$ cat src/rtl/alu_pkg.sv
// Shared ALU definitions: control-bit encodings, default datapath width and
// the buffered result entry.
package alu_pkg;

  localparam int unsigned ALU_WIDTH = 16;

  localparam logic [5:0] CTL_ZX = 6'd32;
  localparam logic [5:0] CTL_NX = 6'd16;
  localparam logic [5:0] CTL_ZY = 6'd8;
  localparam logic [5:0] CTL_NY = 6'd4;
  localparam logic [5:0] CTL_F  = 6'd2;
  localparam logic [5:0] CTL_NO = 6'd1;

  typedef struct packed {
    logic [ALU_WIDTH-1:0] data;
    logic                 z;
    logic                 lt;
  } alu_entry_t;

endpackage

$ cat src/rtl/alu_result_stage_if.sv
// Handshake bundle between the ALU producer, the result stage and the
// writeback consumer.
interface alu_result_stage_if
  import alu_pkg::*;
#(
  parameter int unsigned WIDTH = ALU_WIDTH,
  parameter int unsigned DEPTH = 2
) ();

  localparam int unsigned LW = $clog2(DEPTH) + 1;

  logic             in_valid;
  logic             in_ready;
  logic [WIDTH-1:0] alu_out;
  logic             flags_en;
  logic             out_valid;
  logic             out_ready;
  logic [WIDTH-1:0] out_data;
  logic             out_z;
  logic             out_lt;
  logic             flag_z;
  logic             flag_lt;
  logic [LW-1:0]    level;

  modport master (
    output in_valid, alu_out, flags_en, out_ready,
    input  in_ready, out_valid, out_data, out_z, out_lt, flag_z, flag_lt, level
  );

  modport slave (
    input  in_valid, alu_out, flags_en, out_ready,
    output in_ready, out_valid, out_data, out_z, out_lt, flag_z, flag_lt, level
  );

endinterface

$ cat src/rtl/alu_flag_calc.sv
// Zero / sign-negative decode of an ALU result.
module alu_flag_calc
  import alu_pkg::*;
#(
  parameter int unsigned WIDTH = ALU_WIDTH
) (
  input  logic [WIDTH-1:0] data,
  output logic             z,
  output logic             lt
);

  assign z  = (data == '0);
  assign lt = data[WIDTH-1];

endmodule

$ cat src/rtl/alu_result_stage.sv
// Registered ALU result FIFO with per-entry flags and the architectural
// Z/LT flags register.
module alu_result_stage
  import alu_pkg::*;
#(
  parameter int unsigned WIDTH = ALU_WIDTH,
  parameter int unsigned DEPTH = 2
) (
  input  logic                clk,
  input  logic                rst_n,
  alu_result_stage_if.slave   bus
);

  localparam int unsigned PW = $clog2(DEPTH);
  localparam int unsigned LW = PW + 1;

  typedef struct packed {
    logic [WIDTH-1:0] data;
    logic             z;
    logic             lt;
  } slot_t;

  slot_t          mem [DEPTH];
  logic [PW-1:0]  wr_ptr;
  logic [PW-1:0]  rd_ptr;
  logic [LW-1:0]  level_q;
  logic           flag_z_q;
  logic           flag_lt_q;

  logic           push_c;
  logic           pop_c;
  logic           in_z_c;
  logic           in_lt_c;

  alu_flag_calc #(.WIDTH(WIDTH)) u_flag_calc (
    .data (bus.alu_out),
    .z    (in_z_c),
    .lt   (in_lt_c)
  );

  // Ready/valid decode only from registered occupancy: no full pass-through, no empty bypass.
  assign push_c = bus.in_valid && (level_q < LW'(DEPTH));
  assign pop_c  = bus.out_ready && (level_q != '0);

  always_ff @(posedge clk or negedge rst_n) begin
    if (!rst_n) begin
      wr_ptr    <= '0;
      rd_ptr    <= '0;
      level_q   <= '0;
      flag_z_q  <= 1'b0;
      flag_lt_q <= 1'b0;
    end else begin
      if (push_c) begin
        wr_ptr <= wr_ptr + PW'(1);
      end
      if (pop_c) begin
        rd_ptr <= rd_ptr + PW'(1);
      end
      case ({push_c, pop_c})
        2'b10:   level_q <= level_q + LW'(1);
        2'b01:   level_q <= level_q - LW'(1);
        default: level_q <= level_q;
      endcase
      if (push_c && bus.flags_en) begin
        flag_z_q  <= in_z_c;
        flag_lt_q <= in_lt_c;
      end
    end
  end

  // Storage is intentionally left out of reset.
  always_ff @(posedge clk) begin
    if (push_c) begin
      mem[wr_ptr] <= '{data: bus.alu_out, z: in_z_c, lt: in_lt_c};
    end
  end

  assign bus.in_ready  = (level_q < LW'(DEPTH));
  assign bus.out_valid = (level_q != '0);
  assign bus.out_data  = mem[rd_ptr].data;
  assign bus.out_z     = mem[rd_ptr].z;
  assign bus.out_lt    = mem[rd_ptr].lt;
  assign bus.flag_z    = flag_z_q;
  assign bus.flag_lt   = flag_lt_q;
  assign bus.level     = level_q;

endmodule

$ cat src/flat_wrapper.sv
// flat-port wrapper written by rule: the top's interface ports become plain ports
module alu_result_stage_flat import alu_pkg::*;
#(
  parameter int unsigned WIDTH = ALU_WIDTH,
  parameter int unsigned DEPTH = 2
)
  (clk, rst_n, bus_in_valid, bus_alu_out, bus_flags_en, bus_out_ready, bus_in_ready, bus_out_valid, bus_out_data, bus_out_z, bus_out_lt, bus_flag_z, bus_flag_lt, bus_level);
  alu_result_stage_if #(.WIDTH(WIDTH), .DEPTH(DEPTH)) bus_i ();
  input  logic clk;
  input  logic rst_n;
  input wire logic [$bits(bus_i.in_valid)-1:0] bus_in_valid;
  input wire logic [$bits(bus_i.alu_out)-1:0] bus_alu_out;
  input wire logic [$bits(bus_i.flags_en)-1:0] bus_flags_en;
  input wire logic [$bits(bus_i.out_ready)-1:0] bus_out_ready;
  output wire logic [$bits(bus_i.in_ready)-1:0] bus_in_ready;
  output wire logic [$bits(bus_i.out_valid)-1:0] bus_out_valid;
  output wire logic [$bits(bus_i.out_data)-1:0] bus_out_data;
  output wire logic [$bits(bus_i.out_z)-1:0] bus_out_z;
  output wire logic [$bits(bus_i.out_lt)-1:0] bus_out_lt;
  output wire logic [$bits(bus_i.flag_z)-1:0] bus_flag_z;
  output wire logic [$bits(bus_i.flag_lt)-1:0] bus_flag_lt;
  output wire logic [$bits(bus_i.level)-1:0] bus_level;
  assign bus_i.in_valid = bus_in_valid;
  assign bus_i.alu_out = bus_alu_out;
  assign bus_i.flags_en = bus_flags_en;
  assign bus_i.out_ready = bus_out_ready;
  assign bus_in_ready = bus_i.in_ready;
  assign bus_out_valid = bus_i.out_valid;
  assign bus_out_data = bus_i.out_data;
  assign bus_out_z = bus_i.out_z;
  assign bus_out_lt = bus_i.out_lt;
  assign bus_flag_z = bus_i.flag_z;
  assign bus_flag_lt = bus_i.flag_lt;
  assign bus_level = bus_i.level;
  alu_result_stage #(.WIDTH(WIDTH), .DEPTH(DEPTH)) u_core (.clk(clk), .rst_n(rst_n), .bus(bus_i));
endmodule
$ cat config.mk
export PLATFORM = sky130hd
export DESIGN_NAME = alu_result_stage_flat
export DESIGN_NICKNAME = d
export VERILOG_FILES = /design/src/rtl/alu_pkg.sv /design/src/rtl/alu_result_stage_if.sv /design/src/rtl/alu_flag_calc.sv /design/src/rtl/alu_result_stage.sv /design/src/flat_wrapper.sv
export SDC_FILE = /design/constraint.sdc
export NUM_CORES = 1
export LEC_CHECK = 0
export BUFFER_PORTS_ARGS = -buffer_cell sky130_fd_sc_hd__buf_2
export CAP_MARGIN = 30
export CORE_MARGIN = 5
export CORE_UTILIZATION = 30
export CTS_CLUSTER_DIAMETER = 50
export DETAILED_ROUTE_END_ITERATION = 10
export GPL_TIMING_DRIVEN = 0
export PLACE_DENSITY = 0.55
export SLEW_MARGIN = 15
export SYNTH_ARGS = -nofsm -noshare
export SYNTH_HDL_FRONTEND = slang
export SYNTH_SLANG_ARGS = --single-unit
$ cat constraint.sdc
create_clock -name clk -period 4.2 [get_ports clk]
set_input_delay 0.42 -clock clk [delete_from_list [all_inputs] [get_ports clk]]
set_output_delay 0.42 -clock clk [all_outputs]
set_load 0.005 [all_outputs]
==> results.cfg, run 1 <==
[status]
outcome = completed

[global_route]
grt_max_degree = 18
grt_usage_pct = 9.707
antenna_found_initial = 0
grt_pass1_wl_um = 4761
grt_overflow_total = 0
grt_pass1_vias = 990

[timing]
fin_setup_tns_ps = 0
max_slew_margin_pct = 41.98
setup_ws_ps = 2348
skew_ps = 4.352
fmax_ghz = 0.5399
rsz0062_at_grt = false
setup-violations-final = 0
slew_viol_final = 0
hold_viol = 0
period_needed_ps = 1852
post-route-period-util_pct = 44.10
tightest_slew_ps = 870.3

[drt]
remaining_drc_errors = 0
antenna_left = 0
firstDrtPassIters = 3
drt_iter0_markers = 41
vias = 883
wirelength_um = 3001
drt-wirelength-per-cell_um = 14.64
vias_per_cell = 4.307

[final_layout]
layout_commonest_cell = buf_2
fin_cells = 205
multiInputGateArea_um2 = 354.1
drive_above_1_share_pct = 57.78
fin_nets = 156
syn_to_final_growth_pct = 28.78
final_util_pct = 39.50
fill_cells = 502
seq_area_um2 = 1171
final_cell_mix = buf_2, edfxtp_1, mux2_2
num_antenna_cells = 0

[critical_path]
path_delay_family = buffers and inverters
slowest_delay_ps = 350
slowest_stage = mux2_2
cp_num_buf_inv = 3
crit_type = flop to output pin
crit_path_start_kind = flop
cp-end-kind = output pin
rr_worst_depth = 2
worstPathCellList = buf_6, buf_6, mux2_2, buf_2
cp.depth = 4
cp.required_ps = 3780
cp_common_cell = buf_6
crit_fanout = 10
crit_arrival_ps = 1430

[clock_tree]
clockBufferDepth = 2
clkSinkCount = 40
ctsHtreeMaxLevel = 2
hold_buffers = 1
cts_resized = 0
clk_latency_ps = 290
cts_tree = done
cts-root-buf = clkbuf_8
cts-buffers-inserted = 5
postCtsSetupBuffers = 0
path_clk_slew_ps = 80

[floorplan]
dieArea_um2 = 6729
ioPinCount = 45
die_h_um = 82.03
std_cell_rows = 26
die_x_um = 82.03
placeableCoreArea_um2 = 5075
initial_core_util_pct = 30.67

[synth]
ys_ff_latch = 40
netlist_area_um2 = 1556
netlist_instances = 81
synth.avg_cell_area_um2 = 19.22
ys_types = 20
ys_warn_count = 0
synth_fp_nets = 103
yosysSeqAreaShare_pct = 75.24

[power_and_ir_drop]
sw_frac_of_total_pct = 27.65
intPower_uw = 920.1
clock_power_share_pct = 24.8
combPwrFrac_pct = 31.5
worst_ir_drop_vdd_mv = 0.3007
pwr-share-seq_pct = 43.7
power.density_nw_per_um2 = 634.5
p_sw_uw = 351.6
total_power_mw = 1.272
leakagePower_nw = 0.7752

[placed_design]
place_inst = 196
place_ws_ps = 2522
hpwl_um = 2231
gp_congestion = 0.7266
port_buffers = 44

[min_path]
hold-path-cell-count = 1
hold_path.class = input pin to flop

[flow_run]
max-cap-violations = 0
[power by group through the flow]
stage               logic [mW]  clock network, mW  registers, mW
global route             0.442              0.342          0.563
global placement         0.396                  0          0.562
floorplan                0.248                  0          0.561
finish                   0.400              0.315          0.556
detailed placement       0.410                  0          0.566
CTS                      0.413              0.327          0.557
[worst reg2reg max path, delay by kind of cell (launching register included)]
family	cells	cell delay [ps]
flops	1	400
buf+inv	1	100
simple gates	1	730
[state kept, by name (all words and copies together) (netlist names)]
name / flops
u_core.bus.flag_lt: 1
u_core.bus.flag_z: 1
u_core.bus.level: 2
u_core.mem: 34
u_core.wr_ptr: 1
u_core.rd_ptr: 1
[stage by stage]
stage	hold WS (ps)	cell area, um2
after floorplan	124.4	1556
after global placement	247.3	1864
after detailed placement	256.8	1878
after CTS	318.2	2004
after global routing	317.5	2004
final	329.4	2004
[worst paths after layout]
check	start	end	slack (ps)
worst max-delay path	u_core.rd_ptr	bus_out_data[10]	2350
worst max register to register	u_core.bus.level[1]	u_core.mem[1][6]	2590
worst min register to register	u_core.bus.flag_z	u_core.bus.flag_z	500
min in group asynchronous	rst_n	u_core.bus.level[1]	470
max in group asynchronous	rst_n	u_core.rd_ptr	3590
worst min-delay path	bus_alu_out[1]	u_core.mem[0][3]	330
[final cells by class]
| cell class | count | area share, % |
|---|---|---|
| buffer | 3 | 1.498 |
| sequential | 40 | 58.43 |
| inverter | 1 | 0.1873 |
| clock inverter | 3 | 2.372 |
| tap | 70 | 4.370 |
| timing repair buffer | 46 | 12.05 |
| multi-input combinational | 37 | 17.67 |
| clock buffer | 5 | 3.433 |
[Yosys cell counts]
cell type / n / area [um2]
inv_2: 1 / 3.750
edfxtp_1: 34 / 1021
xnor2_1: 4 / 35.03
buf_6: 2 / 22.52
mux2_1: 1 / 11.26
and4_1: 1 / 8.760
buf_4: 1 / 7.510
mux2_4: 1 / 15.01
mux2_2: 17 / 191.4
dfrtp_1: 6 / 150.1
nand2_1: 1 / 3.750
and2_4: 1 / 8.760
nor4_2: 1 / 12.51
ha_1: 1 / 12.51
nand3_1: 1 / 5.000
or2_1: 1 / 6.260
and3_1: 1 / 6.260
xor2_1: 1 / 8.760
nor4_1: 3 / 18.77
nor2_1: 2 / 7.510
[metal layers]
metal / track usage, % / wire length (um)
met5: 0 / 0
met4: 2.990 / 40
met3: 4.167 / 225
met2: 14.86 / 1407
met1: 12.41 / 1327
[logic make-up (layout without fill, tap and decap cells)]
family	Yosys count	count (layout)	synth area share, %
xor gates and xnor gates	5	5	2.813
adders and majority gates	1	1	0.8037
DFF	40	40	75.24
and+or+nand+nor	12	12	4.984
buffers and inverters	4	58	2.170
muxes	19	19	13.99
(Power assumes the default switching activity.)
==> inputs of run 2 (changes only) <==
--- a/config.mk
+++ b/config.mk
@@ -12,7 +12,7 @@
 export CTS_CLUSTER_DIAMETER = 50
 export DETAILED_ROUTE_END_ITERATION = 10
 export GPL_TIMING_DRIVEN = 0
-export PLACE_DENSITY = 0.55
+export PLACE_DENSITY = 0.57
 export SLEW_MARGIN = 15
 export SYNTH_ARGS = -nofsm -noshare
 export SYNTH_HDL_FRONTEND = slang
==> constraint.sdc (replaced) <==
create_clock -name clk -period 1.6 [get_ports clk]
set_input_delay 0.16 -clock clk [delete_from_list [all_inputs] [get_ports clk]]
set_output_delay 0.16 -clock clk [all_outputs]
set_load 0.005 [all_outputs]
==> results.cfg, run 2 (synthesis results as in run 1) <==
[critical_path]
slowest_stage = dfrtp_1
crit_type = flop to output pin
critPathLaunch = u_core.rd_ptr
crit_fanout = 10
crit_arrival_ps = 1350
cp-end-kind = output pin
path_delay_family = buffers and inverters
cp.required_ps = 1440
crit_path_start_kind = flop
worstPathCellList = buf_6, buf_12, mux2_2, buf_2
slowest_delay_ps = 340
timing.rr.start = u_core.bus.level[1]
cp_num_buf_inv = 3

[power_and_ir_drop]
leakagePower_nw = 0.7720
total_power_mw = 3.275
power.density_nw_per_um2 = 1628
worst_ir_drop_vdd_mv = 1.023

[final_layout]
fill_cells = 506
final_util_pct = 39.65
seq_area_um2 = 1171
num_antenna_cells = 0
largest_register_ffs = 34
top_register = u_core.mem
drive_above_1_share_pct = 59.12
layout_commonest_cell = buf_2
fin_cells = 207
final_cell_mix = buf_2, edfxtp_1, mux2_2
syn_to_final_growth_pct = 29.26
fin_nets = 158
multiInputGateArea_um2 = 360.3

[global_route]
grt_overflow_total = 0
grt_most_used_layer = met2
grt_pass1_vias = 943
use_met2_pct = 15.11
grt.met1_usage_pct = 11.61
grt_pass1_wl_um = 4636
use_met3_pct = 4.605
grt_usage_pct = 9.606
antenna_found_initial = 0
grt_max_degree = 18

[drt]
vias_per_cell = 4.256
firstDrtPassIters = 4
drt_iter0_markers = 29
remaining_drc_errors = 0
drt-wirelength-per-cell_um = 14.30
antenna_left = 0
wirelength_um = 2960
vias = 881

[timing]
fmax_ghz = 0.6605
hold_viol = 0
post-route-period-util_pct = 94.63
max_slew_margin_pct = 63.85
hold_slack_ps = 80.47
setup-violations-final = 0
setup_ws_ps = 85.97
period_needed_ps = 1514
slew_viol_final = 0
rsz0062_at_grt = false
tightest_slew_ps = 541.0
skew_ps = 12.69

[clock_tree]
clockBufferDepth = 2
cts_tree = done
clk_latency_ps = 290
path_clk_slew_ps = 80
cts-root-buf = clkbuf_8
clkSinkCount = 40
ctsHtreeMaxLevel = 2
cts-buffers-inserted = 5

[placed_design]
place_inst = 195
port_buffers = 44
gp_congestion = 0.7019
place_ws_ps = -166.7
hpwl_um = 2163

[floorplan]
placeableCoreArea_um2 = 5075
std_cell_rows = 26
dieArea_um2 = 6729
ioPinCount = 45
die_h_um = 82.03
die_x_um = 82.03
initial_core_util_pct = 30.67

[flow_run]
max-cap-violations = 0

[min_path]
hold_path.class = input pin to flop
hold_path_startpoint = bus_alu_out[0]

[status]
outcome = completed
[run 2: changes by cell type in the layout (fill, tap and decap cells not counted), moves of 2 or more]
cell / before / now
buf_4: 1 / 4
buf_6: 3 / 1
clkinv_4: 2 / 0
clkinvlp_4: 0 / 2
[run 2: worst paths after layout]
kind	end	slack (ps)	cells past startpoint
max	bus_out_data[10]	90	4
min	u_core.mem[1][2]	80	1
max reg2reg	u_core.mem[0][6]	110	3
min reg2reg	u_core.bus.flag_z	510	1
max in group asynchronous	u_core.rd_ptr	1250	2
min in group asynchronous	u_core.bus.flag_lt	210	2
[run 2: stage by stage]
| stage | instance area, um2 | setup TNS [ps] |
|---|---|---|
| final | 2012 | 0 |
| after global routing | 2012 | 0 |
| after CTS | 1989 | 0 |
| after detailed placement | 1867 | -3272 |
| after global placement | 1867 | -1930 |
| after floorplan | 1559 | 0 |
[run 2: worst register-to-register path: stages (launching register included)]
cell     delay (ps)
dfrtp_1         420
inv_2           100
nand2_1         140
nor2_4          460
[run 2: cell type report]
cell class	count	area share (%)
timing repair buffer	48	12.56
tap	70	4.353
buffer	3	1.928
clock inverter	2	0.7463
inverter	1	0.1866
multi-input combinational	37	17.91
clock buffer	6	4.104
sequential	40	58.21
[run 2: per-layer routing]
layer / vias to the layer above / part of all wire [%]
met2: 31 / 49
met4: 0 / 0.98
li1: 417 / -
met1: 429 / 42
met5: - / 0
met3: 4 / 7.4
[run 2: power by group]
| part | switching (mW) | internal (mW) |
|---|---|---|
| sequential | 0.0859 | 1.38 |
| clock | 0.338 | 0.349 |
| combinational | 0.494 | 0.628 |
[run 2: repair_timing]
action                     in CTS  in global routing
gates resized for setup         4                  0
pin swaps                       0                  0
buffers inserted                0                  3
hold buffers                    1                  0
setup endpoints to repair      42                  9
hold endpoints to repair        6                  0
